## config.mk

```make
export PLATFORM = sky130hd
export DESIGN_NAME = hazard_scoreboard
export DESIGN_NICKNAME = d
export VERILOG_FILES = /design/src/rtl/hazard_scoreboard_pkg.sv /design/src/rtl/hazard_src_decode.sv /design/src/rtl/hazard_scoreboard.sv
export SDC_FILE = /design/constraint.sdc
export NUM_CORES = 1
export LEC_CHECK = 0
export ABC_AREA = 1
export CAP_MARGIN = 30
export CORE_ASPECT_RATIO = 1.4
export CORE_MARGIN = 2
export CORE_UTILIZATION = 58
export DETAILED_ROUTE_END_ITERATION = 6
export GPL_TIMING_DRIVEN = 0
export PLACE_DENSITY = 0.85
export SYNTH_ARGS = -nofsm -noshare
export SYNTH_HDL_FRONTEND = slang
export SYNTH_HIERARCHICAL = 1
export SYNTH_SLANG_ARGS = --single-unit
```

## constraint.sdc

```tcl
create_clock -name clk -period 2.63 [get_ports clk]
set_input_delay 0.3945 -clock clk [delete_from_list [all_inputs] [get_ports clk]]
set_output_delay 0.3945 -clock clk [all_outputs]
set_load 0.1 [all_outputs]
```

## src/rtl/hazard_scoreboard_pkg.sv

```systemverilog
// Shared types and constants for the hazard scoreboard: latency encoding and RV32I opcodes.
package hazard_scoreboard_pkg;

  localparam int LAT_W = 3;

  typedef logic [LAT_W-1:0] hz_lat_t;

  localparam hz_lat_t LAT_UNBOUNDED = '1;
  localparam hz_lat_t LAT_LOAD      = hz_lat_t'(1);
  localparam hz_lat_t LAT_MUL       = hz_lat_t'(3);

  localparam logic [6:0] OPC_LUI    = 7'b0110111;
  localparam logic [6:0] OPC_AUIPC  = 7'b0010111;
  localparam logic [6:0] OPC_JAL    = 7'b1101111;
  localparam logic [6:0] OPC_JALR   = 7'b1100111;
  localparam logic [6:0] OPC_LOAD   = 7'b0000011;
  localparam logic [6:0] OPC_OP_IMM = 7'b0010011;
  localparam logic [6:0] OPC_STORE  = 7'b0100011;

endpackage

```

## src/rtl/hazard_src_decode.sv

```systemverilog
// Opcode -> register-source usage {use1, use2}; purely combinational so the
// forwarding unit can share it.
module hazard_src_decode
  import hazard_scoreboard_pkg::*;
(
  input  logic [6:0] opcode_i,
  output logic       use1_o,
  output logic       use2_o
);

  // Classify the opcode by which source fields it actually reads
  always_comb begin
    use1_o = 1'b1;
    use2_o = 1'b1;
    case (opcode_i)
      OPC_LUI, OPC_AUIPC, OPC_JAL: begin
        use1_o = 1'b0;
        use2_o = 1'b0;
      end
      OPC_JALR, OPC_LOAD, OPC_OP_IMM: begin
        use1_o = 1'b1;
        use2_o = 1'b0;
      end
      default: begin
        use1_o = 1'b1;
        use2_o = 1'b1;
      end
    endcase
  end

endmodule

```

## src/rtl/hazard_scoreboard.sv

```systemverilog
// Per-register countdown scoreboard that raises bubble while ID reads a not-yet-forwardable
// register. Optional macro HAZARD_STORE_FWD_EN lets store data bypass a 1-cycle-away producer.
module hazard_scoreboard #(
  parameter int NUM_REGS = 32,
  parameter int LAT_W    = 3,
  parameter int PERF_W   = 32
) (
  input  logic              clk,
  input  logic              rst,
  input  logic              id_valid,
  input  logic [31:0]       id_instr,
  input  logic              pipe_adv,
  input  logic              flush,
  input  logic              issue_valid,
  input  logic [4:0]        issue_rd,
  input  logic [LAT_W-1:0]  issue_lat,
  input  logic              cmpl_valid,
  input  logic [4:0]        cmpl_rd,
  output logic              bubble,
  output logic [NUM_REGS-1:0] pending_vec,
  output logic [PERF_W-1:0] stall_cycles
);
  import hazard_scoreboard_pkg::*;

  localparam logic [LAT_W-1:0]  LAT_ZERO = {LAT_W{1'b0}};
  localparam logic [LAT_W-1:0]  LAT_ONE  = {{(LAT_W-1){1'b0}}, 1'b1};
  localparam logic [LAT_W-1:0]  LAT_UNB  = {LAT_W{1'b1}};
  localparam logic [PERF_W-1:0] PERF_MAX = {PERF_W{1'b1}};
  localparam logic [PERF_W-1:0] PERF_ONE = {{(PERF_W-1){1'b0}}, 1'b1};

  logic [4:0]          rs1_s, rs2_s;
  logic                use1_s, use2_s, use2_eff_s;
  logic                issue_fire_s;
  logic [NUM_REGS-1:0] pend_s;
  logic [PERF_W-1:0]   stall_q, stall_d;
  logic                unused_instr_s;

  assign rs1_s          = id_instr[19:15];
  assign rs2_s          = id_instr[24:20];
  assign unused_instr_s = ^{id_instr[31:25], id_instr[14:7]};

  hazard_src_decode u_src_decode (
    .opcode_i (id_instr[6:0]),
    .use1_o   (use1_s),
    .use2_o   (use2_s)
  );

  // A transfer only happens when the back end advances; x0 and latency 0 are never tracked
  assign issue_fire_s = issue_valid & pipe_adv & (issue_rd != 5'd0) & (issue_lat != LAT_ZERO);

`ifdef HAZARD_STORE_FWD_EN
  logic [NUM_REGS-1:0] one_s;
  assign one_s[0] = 1'b0;
`endif

  assign pend_s[0] = 1'b0;

  for (genvar r = 1; r < NUM_REGS; r++) begin : g_cnt
    logic [LAT_W-1:0] cnt_q, cnt_d;

    // Issue beats completion beats countdown; unbounded entries wait for completion
    always_comb begin
      cnt_d = cnt_q;
      if (issue_fire_s && (issue_rd == 5'(r))) begin
        cnt_d = issue_lat;
      end else if (cmpl_valid && (cmpl_rd == 5'(r))) begin
        cnt_d = LAT_ZERO;
      end else if (pipe_adv && (cnt_q != LAT_ZERO) && (cnt_q != LAT_UNB)) begin
        cnt_d = cnt_q - LAT_ONE;
      end else begin
        cnt_d = cnt_q;
      end
    end

    // Counter register
    always_ff @(posedge clk) begin
      if (rst) begin
        cnt_q <= LAT_ZERO;
      end else begin
        cnt_q <= cnt_d;
      end
    end

    assign pend_s[r] = (cnt_q != LAT_ZERO);
`ifdef HAZARD_STORE_FWD_EN
    assign one_s[r]  = (cnt_q == LAT_ONE);
`endif
  end

`ifdef HAZARD_STORE_FWD_EN
  assign use2_eff_s = use2_s & ~((id_instr[6:0] == OPC_STORE) & one_s[rs2_s]);
`else
  assign use2_eff_s = use2_s;
`endif

  assign bubble = ~rst & id_valid & ~flush &
                  ((use1_s & pend_s[rs1_s]) | (use2_eff_s & pend_s[rs2_s]));

  assign pending_vec = pend_s;

  // Saturating stall-cycle performance counter
  always_comb begin
    stall_d = stall_q;
    if (bubble && (stall_q != PERF_MAX)) begin
      stall_d = stall_q + PERF_ONE;
    end else begin
      stall_d = stall_q;
    end
  end

  // Performance counter register
  always_ff @(posedge clk) begin
    if (rst) begin
      stall_q <= {PERF_W{1'b0}};
    end else begin
      stall_q <= stall_d;
    end
  end

  assign stall_cycles = stall_q;

endmodule

```

---- Word-level counts from Yosys, hierarchy flattened ----
Index checks and enable logic that the tools add are counted.
operators by class
  add/sub/neg operators ................... 32
  order comparisons ....................... 2
  equality and inequality tests ........... 100
  mux-type cells .......................... 99
  bitwise logic cells ..................... 11
  reductions and logical operators ........ 191
operators with widths
  kind                   count
  $mux 3                 93
  $reduce_bool 3->1      63
  $eq 5x5->1 const B     32
  $logic_and 1x1->1      125
  $ne 3x3->1 const B     31
  $sub 3x1->3 const B    31
  $eq 5x4->1 const B     16
  $eq 5x3->1 const B     8
  $add 32x1->32 const B  1
  $ne 32x32->1 const B   1
  $eq 5x2->1 const B     4
  $eq 7x5->1 const B     2
  $eq 7x7->1 const B     2
  $lt 5x6->1 const B     2
  $bmux 1 s5             2
  $eq 5x1->1 const B     2
  $and 1x1->1            8
  $eq 7x2->1 const B     1
  $eq 7x6->1 const B     1
  $reduce_or 6->1        1
  $reduce_bool 5->1      1
  $mux 1                 4
  $reduce_or 3->1        1
  $not 1->1              2
  $or 1x1->1             1
word-level totals
  register bits after elaboration ......... 125
  input bits .............................. 52
  logic and storage cells ................. 467

---- Longest topological paths before layout ----
Gate-level depths: netlist (run 1).
  word-level depth ........................ 7
  depth in mapped cells ................... 17

---- Hierarchy ----
The synthesis (run 1) kept the hierarchy.
modules (own cells, without submodules)
  module             instances  cells an instance  area each (um^2)  seq. area each (um^2)
  hazard_scoreboard  1          1,527              9,814.4           2,502.4
  hazard_src_decode  1          22                 91.3              0.0

---- Worst setup path before layout (run 1) ----
Ideal clock, no wire load.
  kind .................................... register to output
  start point ............................. register g_cnt[15].cnt_q[0]
  end point ............................... output bubble
  data arrival time ....................... 2.721 ns
  data required time ...................... 2.236 ns
  path slack .............................. -0.485 ns
  stages on the path, launching flop included .. 15
  cells stage by stage .................... dfxtp_1 -> inv_1 -> ha_1 -> nand2_1 -> nand2_1 -> nand3_1 -> nand3_1 -> nand3_1 -> nand2_1 -> nand2_1 -> nand3_1 -> nand2_1 -> buf_2 -> nand2_1 -> inv_1
on the way
  longest elaborated chain between the ends .. 6
  elaborated cells between the ends (all ways) .. 9
  those cells by class .................... mux (4); bitwise (4); reduce/logical (1)
RTL lines
  element                       line                     text
  start: declaration            hazard_scoreboard.sv:59  logic [LAT_W-1:0] cnt_q, cnt_d;
  start signal: assignment      hazard_scoreboard.sv:80  cnt_q <= cnt_d;
  $reduce_bool 3->1 *           hazard_scoreboard.sv:84  assign pend_s[r] = (cnt_q != LAT_ZERO);
  named net pending_vec[15]     hazard_scoreboard.sv:20  output logic [NUM_REGS-1:0] pending_vec,
  $bmux 1 s5                    hazard_scoreboard.sv:97  ((use1_s & pend_s[rs1_s]) | (use2_eff_s & pend_s[rs2_s]));
  $mux 1 (implied by the code)  hazard_scoreboard.sv:97
  $and 1x1->1                   hazard_scoreboard.sv:97
  $or 1x1->1 *                  hazard_scoreboard.sv:97
  $and 1x1->1 *                 hazard_scoreboard.sv:96  assign bubble = ~rst & id_valid & ~flush &
  end: declaration              hazard_scoreboard.sv:19  output logic bubble,
Mark *: on every way through the listed nets, which the timed path passes. The rest lies on a longest branch. The select of a mux whose other input is x is not followed.

---- Worst setup path after layout (run 1) ----
  start point ............................. register g_cnt[26].cnt_q[1]
  end point ............................... output bubble
on the way
  longest elaborated chain between the ends .. 6
  elaborated cells between the ends (all ways) .. 9
  those cells by class .................... mux (4); bitwise (4); reduce/logical (1)
RTL lines
  element                       line
  start: declaration            hazard_scoreboard.sv:59
  start signal: assignment      hazard_scoreboard.sv:80
  $reduce_bool 3->1 *           hazard_scoreboard.sv:84
  $bmux 1 s5                    hazard_scoreboard.sv:97
  $mux 1 (implied by the code)  hazard_scoreboard.sv:97
  $and 1x1->1                   hazard_scoreboard.sv:97
  $or 1x1->1 *                  hazard_scoreboard.sv:97
  $and 1x1->1 *                 hazard_scoreboard.sv:96
Mark *: on every way between the ends. The rest lies on a longest branch, timed or not. The select of a mux whose other input is x is not followed.

==> key figures, run 1 <==
STA
  • Actual slew at the worst max-slew pin: 0.998 ns
  • Max Slew Vio Count: 0
  • Fin crit period: 2.65 ns
  • Clk_skew: 0.00879 ns
  • Final setup fails: 1
  • Setup TNS: -0.0201 ns
  • Fin crit share: 101%
  • Final hold slack: 0.539 ns
  • Slew headroom: 33.7%
  • Max Clock Freq: 377 MHz
  • Setup WS post-layout: -0.0201 ns
  • Unrepaired setup endpoints after global routing: true
  • Hold violation total from the final report: 0

Routing
  • Post-route DRC: 1
  • DR iter-0 viols: 1070
  • Vias post-DR: 11200
  • DR vias/cell: 5.89
  • DR pass1 iterations: 7
  • Routed wire per std cell: 17.4 µm
  • Post-Route WL: 33100 µm
  • Final ANT Viol Nets: 0

Run
  • Max-cap violations: 0

Critical path
  • Critical Path Fanout Max: 5
  • R2R depth: 11
  • CP most frequent cell: nand3_1
  • CP Buf/Inv Count: 4
  • Cell count along the critical path: 15
  • Critical Path End Type: output pin
  • Slowest stage delay, CP: 0.36 ns
  • Critical-path top delay cell: dfxtp_1
  • CP startpoint kind: flop
  • Crit Path Category: reg2out
  • CP cell instances: inv_1, ha_1, nand2_2, nand2_1, nand3_1, nand3_1, nand3_1, nand2_1, nand2_1, nand3_1, nand2_2, buf_6, nand2_2, clkinvlp_4, buf_12
  • CP Data Arrival Time: 2.26 ns
  • Critical path's top delay family: simple AND/OR/NAND/NOR gates
  • CP required: 2.24 ns

Die
  • FP Rows: 56
  • Starting Density: 59.2%
  • Die height: 159 µm
  • Num ports: 117
  • Die Area: 0.0182 mm²
  • Core ar.: 0.0167 mm²
  • Die Width: 114 µm

Pwr
  • Leak: 0.00573 µW
  • IR drop worst, VDD: 0.000983 V
  • Pwr Density: 995 mW/mm²
  • Tot Pwr: 12100 µW

Synth
  • Synthesized Nets: 1695
  • Ys Warns: 6
  • Synth Area per Inst: 6.39 µm²
  • Synth top area share: 25.3%
  • Mapped Cells: 1549
  • Synthesized cell area: 0.00991 mm²
  • Seq cells post-synth: 125
  • Netlist cell types: 50
  • Seq/Total Area, Yosys: 25.3%
  • Ranking of synthesized cells by area: dfxtp_1 25%, nand2_1 13%, ha_1 12%
  • Largest area contributor in the netlist: dfxtp_1

Clocking
  • Total CTS buffers: 17
  • Worst-skew pair later-pin latency: 0.43 ns
  • Clk buf depth: 2
  • H-tree depth: 4
  • CTS tree: built
  • Clock transition at the registers of the reported paths: 0.06 ns
  • Root buffer cell: clkbuf_16
  • Hold buffer count at cts: 0
  • Clock Sinks: 125

Final layout
  • Most frequent cells in the layout: 296 x nand2_1, 222 x inv_1, 150 x nor2_1
  • Net count, final: 1833
  • Final core utilization: 72.7%
  • Fill cells: 1382
  • Layout cell share with drive strength beyond 1: 14.2%
  • Finished Layout Cells: 1902
  • Antenna fix cells: 0
  • Leading cell type in the layout, fill and taps excluded: nand2_1
  • Synth-to-Final Area Change: 22.9%

Worst hold path
  • Hold Path Cell Cnt: 2
  • Tightest Hold Check Type: reg2reg

Placed design
  • DP HPWL: 24300 µm
  • RePlAce Congestion: 1.05
  • # placed instances: 1848
  • PortBufs: 96

GRT
  • Grt total ovfl: 0
  • Vias in the first global route: 10400
  • Largest net degree at the start of global routing: 17
  • First-pass GRT wire length: 51100 µm
  • All-Layer GR Usage: 35.9%
  • Initial antenna violation count: 0

Run status
  • Failing checks: DRC, setup timing
  • Status: complete, but fails checks
-- worst reg2reg max path: stages (launching register included) --
cell and delay (ns):
dfxtp_1 0.41, nand3_1 0.16, nor2_1 0.29, nand3_1 0.20, inv_1 0.14, nand3_1 0.08, nor2_1 0.35, nand4_1 0.13
nor2_1 0.16, nand4_1 0.11, nand2_1 0.10, nor2_1 0.04
-- per-layer routing --
layer / track usage (%) / wire, µm / vias up
li1: - / - / 5309
met1: 37.5 / 11800 / 5129
met2: 63.3 / 16500 / 575
met3: 6.01 / 2270 / 185
met4: 27.9 / 2480 / 0
met5: 0 / 0 / -
-- registers in the layout, summed over array words and instances (netlist names) --
name	count
g_cnt.cnt_q	93
stall_cycles	32
-- synth_stat cells (all sizes together) --
cell type / instances
o31ai: 1
nand4: 34
nor4: 3
and3: 2
nor3b: 1
o211a: 1
o22ai: 30
a31oi: 20
a22oi: 22
conb: 1
ha: 94
and2: 1
clkinv: 1
inv: 259
a21boi: 2
xnor2: 13
nor2: 158
nand2: 340
nand3: 143
xor2: 20
a32oi: 1
buf: 21
a21oi: 101
a211oi: 2
or2: 1
clkbuf: 31
dfxtp: 125
o22a: 1
o21ai: 101
nor3: 12
a31o: 7
-- final timing paths --
| check | startpoint | to | slack, ns |
|---|---|---|---|
| hold / removal | g_cnt[12].cnt_q[1]$_SDFFE_PP0P_ | g_cnt[12].cnt_q[1]$_SDFFE_PP0P_ | 0.54 |
| hold reg to reg | g_cnt[12].cnt_q[1]$_SDFFE_PP0P_ | g_cnt[12].cnt_q[1]$_SDFFE_PP0P_ | 0.54 |
| setup reg to reg | stall_cycles[2]$_SDFFE_PP0P_ | stall_cycles[31]$_SDFFE_PP0P_ | 0.35 |
| setup / recovery | g_cnt[26].cnt_q[1]$_SDFFE_PP0P_ | bubble | -0.02 |
-- cells by family (layout without fill, tap and decap cells) --
kind of cell,after synthesis,count (layout),synth area share (%)
buf+inv,312,462,12.7
simple gates,695,695,30.6
compound gates,289,289,16.7
xor+xnor,33,33,2.92
other cells,1,1,0.0379
fa+ha+maj,94,94,11.9
flops,125,125,25.3
-- cell type report --
| type | instances | area, µm² | area share (%) |
|---|---|---|---|
| clock buffers | 18 | 439 | 3.61 |
| clock inverters | 13 | 213 | 1.75 |
| inverters | 260 | 985 | 8.09 |
| repair buffers | 119 | 1100 | 9.07 |
| plain buffers | 52 | 289 | 2.37 |
| flip-flops and latches | 125 | 2550 | 21.0 |
| well taps | 203 | 254 | 2.09 |
| multi-input cells | 1112 | 6340 | 52.0 |
-- power by group --
group | total (µW) | switching [µW] | leakage, µW | internal, µW
clock | 2660 | 954 | 0.000321 | 1710
combinational | 6720 | 4760 | 0.00437 | 1960
sequential | 2730 | 388 | 0.00104 | 2350
-- what timing repair did --
item,CTS,global route
gates resized for setup,50,78
hold endpoints to repair,0,0
pin swaps,3,21
cloned,0,0
setup buffers,0,23
endpoints found under the setup margin,32,5
-- through the flow --
stage / cell area [µm²] / worst slack (ns)
2_1_floorplan: 9990 / 0.0210
3_3_place_gp: 11200 / -1.47
5_1_grt: 12200 / -0.113
4_1_cts: 11900 / -0.113
3_5_place_dp: 11200 / -1.46
6_report: 12200 / -0.0201
Power figures use the tool's default switching activity.
==> run 2, diff against run 1 <==
--- a/config.mk
+++ b/config.mk
@@ -10,9 +10,11 @@
 export CORE_ASPECT_RATIO = 1.4
 export CORE_MARGIN = 2
 export CORE_UTILIZATION = 58
+export CTS_CLUSTER_SIZE = 25
 export DETAILED_ROUTE_END_ITERATION = 6
 export GPL_TIMING_DRIVEN = 0
 export PLACE_DENSITY = 0.85
+export REMOVE_ABC_BUFFERS = 1
 export SYNTH_ARGS = -nofsm -noshare
 export SYNTH_HDL_FRONTEND = slang
 export SYNTH_HIERARCHICAL = 1
==> run 2 against run 1 <==
- the run still ends with DRC, setup timing left
- largest cell class unchanged
- cell count is 2.6% lower
- maximum frequency decreased by 3.3%
- clock power down 6%
- critical path depth fell by 2
==> key figures, run 2 (synthesis results as in run 1) <==
Run status
  • Status: complete, but fails checks
  • Failing checks: DRC, setup timing

Placed design
  • # placed instances: 1803 (-2.4%)
  • PortBufs: 100 (+4.2%)
  • DP HPWL: 20100 µm (-17%)
  • RePlAce Congestion: 1.04 (-1.8%)
  • Placed Area: 0.0110 mm² (-2.0%)

Die
  • Die Width: 114 µm (unchanged)
  • Die height: 159 µm (unchanged)
  • Num ports: 117 (unchanged)
  • Starting Density: 59.2% (unchanged)
  • Core ar.: 0.0167 mm² (unchanged)
  • FP Rows: 56 (unchanged)
  • Die Area: 0.0182 mm² (unchanged)

Worst hold path
  • Tightest Hold Check Type: reg2reg
  • HP Start: g_cnt[12].cnt_q[0]$_SDFFE_PP0P_

Final layout
  • Net count, final: 1781 (-2.8%)
  • Final core utilization: 70.8% (-1.9 points)
  • Most frequent cells in the layout: 305 x nand2_1, 233 x inv_1, 148 x nor2_1
  • Max FFs per register: 93 (unchanged)
  • Layout cell share with drive strength beyond 1: 9.65% (-4.6 points)
  • Design area: 0.0119 mm² (-2.6%)
  • Finished Layout Cells: 1853 (-2.6%)
  • Biggest register: g_cnt.cnt_q
  • Leading cell type in the layout, fill and taps excluded: nand2_1
  • Synth-to-Final Area Change: 19.7%

Critical path
  • Critical-path top delay cell: dlygate4sd2_1
  • Crit Path Category: in2out
  • CP cell instances: dlygate4sd2_1, inv_4, nand2_1, nand3_1, nand3_1, nand3_1, nand2_1, nand2_1, nand3_4, nand2_8, nand2_1, inv_1, buf_12
  • Launching point of the worst reg2reg path: stall_cycles[1]$_SDFFE_PP0P_
  • Slowest stage delay, CP: 0.68 ns (+0.32 ns)
  • CP Buf/Inv Count: 4 (unchanged)
  • Critical path's top delay family: buffers and inverters
  • CP most frequent cell: nand2_1
  • Critical Path Fanout Max: 17 (+12)
  • Setup crit start: id_instr[15]
  • CP required: 2.24 ns (about the same)
  • Critical Path End Type: output pin
  • CP Data Arrival Time: 2.35 ns (+0.09 ns)
  • CP startpoint kind: input port

Routing
  • Final ANT Viol Nets: 0 (unchanged)
  • DR vias/cell: 5.86 (-0.44%)
  • Post-route DRC: 11 (+10)
  • DR pass1 iterations: 7 (unchanged)
  • Vias post-DR: 10900 (-3.0%)
  • DR iter-0 viols: 1153 (+7.8%)
  • Routed wire per std cell: 16.1 µm (-7.5%)
  • Post-Route WL: 29800 µm (-9.9%)

STA
  • Actual slew at the worst max-slew pin: 1.02 ns (+0.0205 ns)
  • Clk_skew: 0.00941 ns (+0.000619 ns)
  • Hold violation total from the final report: 0 (unchanged)
  • Fin crit share: 104% (+3.4 points)
  • Fin crit period: 2.74 ns (+0.0894 ns)
  • Final setup fails: 1 (unchanged)
  • Unrepaired setup endpoints after global routing: true
  • Max Clock Freq: 365 MHz (-3.3%)
  • Setup WS post-layout: -0.110 ns (-0.0894 ns)
  • Slew headroom: 32.3% (-1.4 points)
  • Setup TNS: -0.110 ns (-0.0894 ns)
  • Max Slew Vio Count: 0 (unchanged)

Clocking
  • Clock transition at the registers of the reported paths: 0.06 ns (about the same)
  • CTS tree: built
  • H-tree depth: 4 (unchanged)
  • Hold buffer count at cts: 0 (unchanged)
  • Clk buf depth: 2 (unchanged)
  • Clock Sinks: 125 (unchanged)
  • Root buffer cell: clkbuf_16
  • Worst-skew pair later-pin latency: 0.43 ns (about the same)
  • Total CTS buffers: 17 (unchanged)

GRT
  • First-pass GRT wire length: 46800 µm (-8.4%)
  • Vias in the first global route: 9977 (-4.0%)
  • Largest net degree at the start of global routing: 97 (+80)
  • Grt total ovfl: 0 (unchanged)
  • Initial antenna violation count: 2 (+2)
  • All-Layer GR Usage: 32.6% (-3.3 points)

Pwr
  • Leak: 0.00558 µW (-2.5%)
  • Tot Pwr: 11300 µW (-6.4%)
  • IR drop worst, VDD: 0.000878 V (-11%)
  • Pwr Density: 957 mW/mm² (-3.9%)

Run
  • Max-cap violations: 0 (unchanged)
[run 2: cell count changes in the layout (fill, tap and decap cells not counted), sizes merged, moves of 3 or more]
cell | previous run | this run
clkinvlp | 1 | 4
buf | 45 | 17
clkbuf | 49 | 21
clkdlybuf4s50 | 64 | 59
clkinv | 7 | 4
dlygate4sd2 | 31 | 36
[run 2: final cells by class]
cell class | count | area (µm²)
antenna | 2 | 5.00
clock buffer | 20 | 457
sequential | 125 | 2510
inverter | 260 | 1000
multi-input combinational | 1116 | 6330
timing repair buffer | 115 | 1140
clock inverter | 12 | 160
tap | 203 | 254
fill | 1398 | 4890
[run 2: final timing paths]
kind                                endpoint  slack, ns  cells past startpoint
max                                   bubble      -0.11                     13
max reg2reg    stall_cycles[21]$_SDFFE_PP0P_       0.28                     14
min reg2reg  g_cnt[12].cnt_q[0]$_SDFFE_PP0P_       0.54                      2
min          g_cnt[12].cnt_q[0]$_SDFFE_PP0P_       0.54                      2
[run 2: through the flow]
stage / hold slack [ns] / setup slack, ns
6_report: 0.541 / -0.110
5_1_grt: 0.559 / -0.204
4_1_cts: 0.536 / -0.132
3_5_place_dp: 0.510 / -2.08
3_3_place_gp: 0.493 / -5.80
2_1_floorplan: 0.466 / -1.97
[run 2: repair_timing]
item,CTS,global route
cloned,4,0
buffers inserted,5,7
resized for setup,71,32
setup endpoints to repair,157,32
pin swaps,3,9
[run 2: power by group]
group / total, µW / switching [µW] / leakage, µW / internal, µW
Sequential: 2690 / 372 / 0.00103 / 2320
Clock: 2500 / 948 / 0.000289 / 1550
Combinational: 6160 / 4500 / 0.00427 / 1660
[run 2: worst reg2reg max path, stage by stage, from the launching register on]
cell     delay [ns]
dfxtp_1        0.37
ha_1           0.20
nand2_1        0.09
inv_1          0.08
nand2_2        0.11
nor2_4         0.16
nand2_1        0.11
nor2_2         0.16
nand4_4        0.27
inv_2          0.27
nor3_1         0.11
nand3_1        0.12
nand2_1        0.07
nand2_1        0.07
nor2_1         0.04
[run 2: per-layer routing]
layer,global-route usage (%),vias to the layer above,share of wire (%)
met4,21.1,0,6.4
met2,58.6,550,49
met3,6.24,164,8.2
met1,34.4,4923,36
li1,-,5225,-
met5,0,-,0
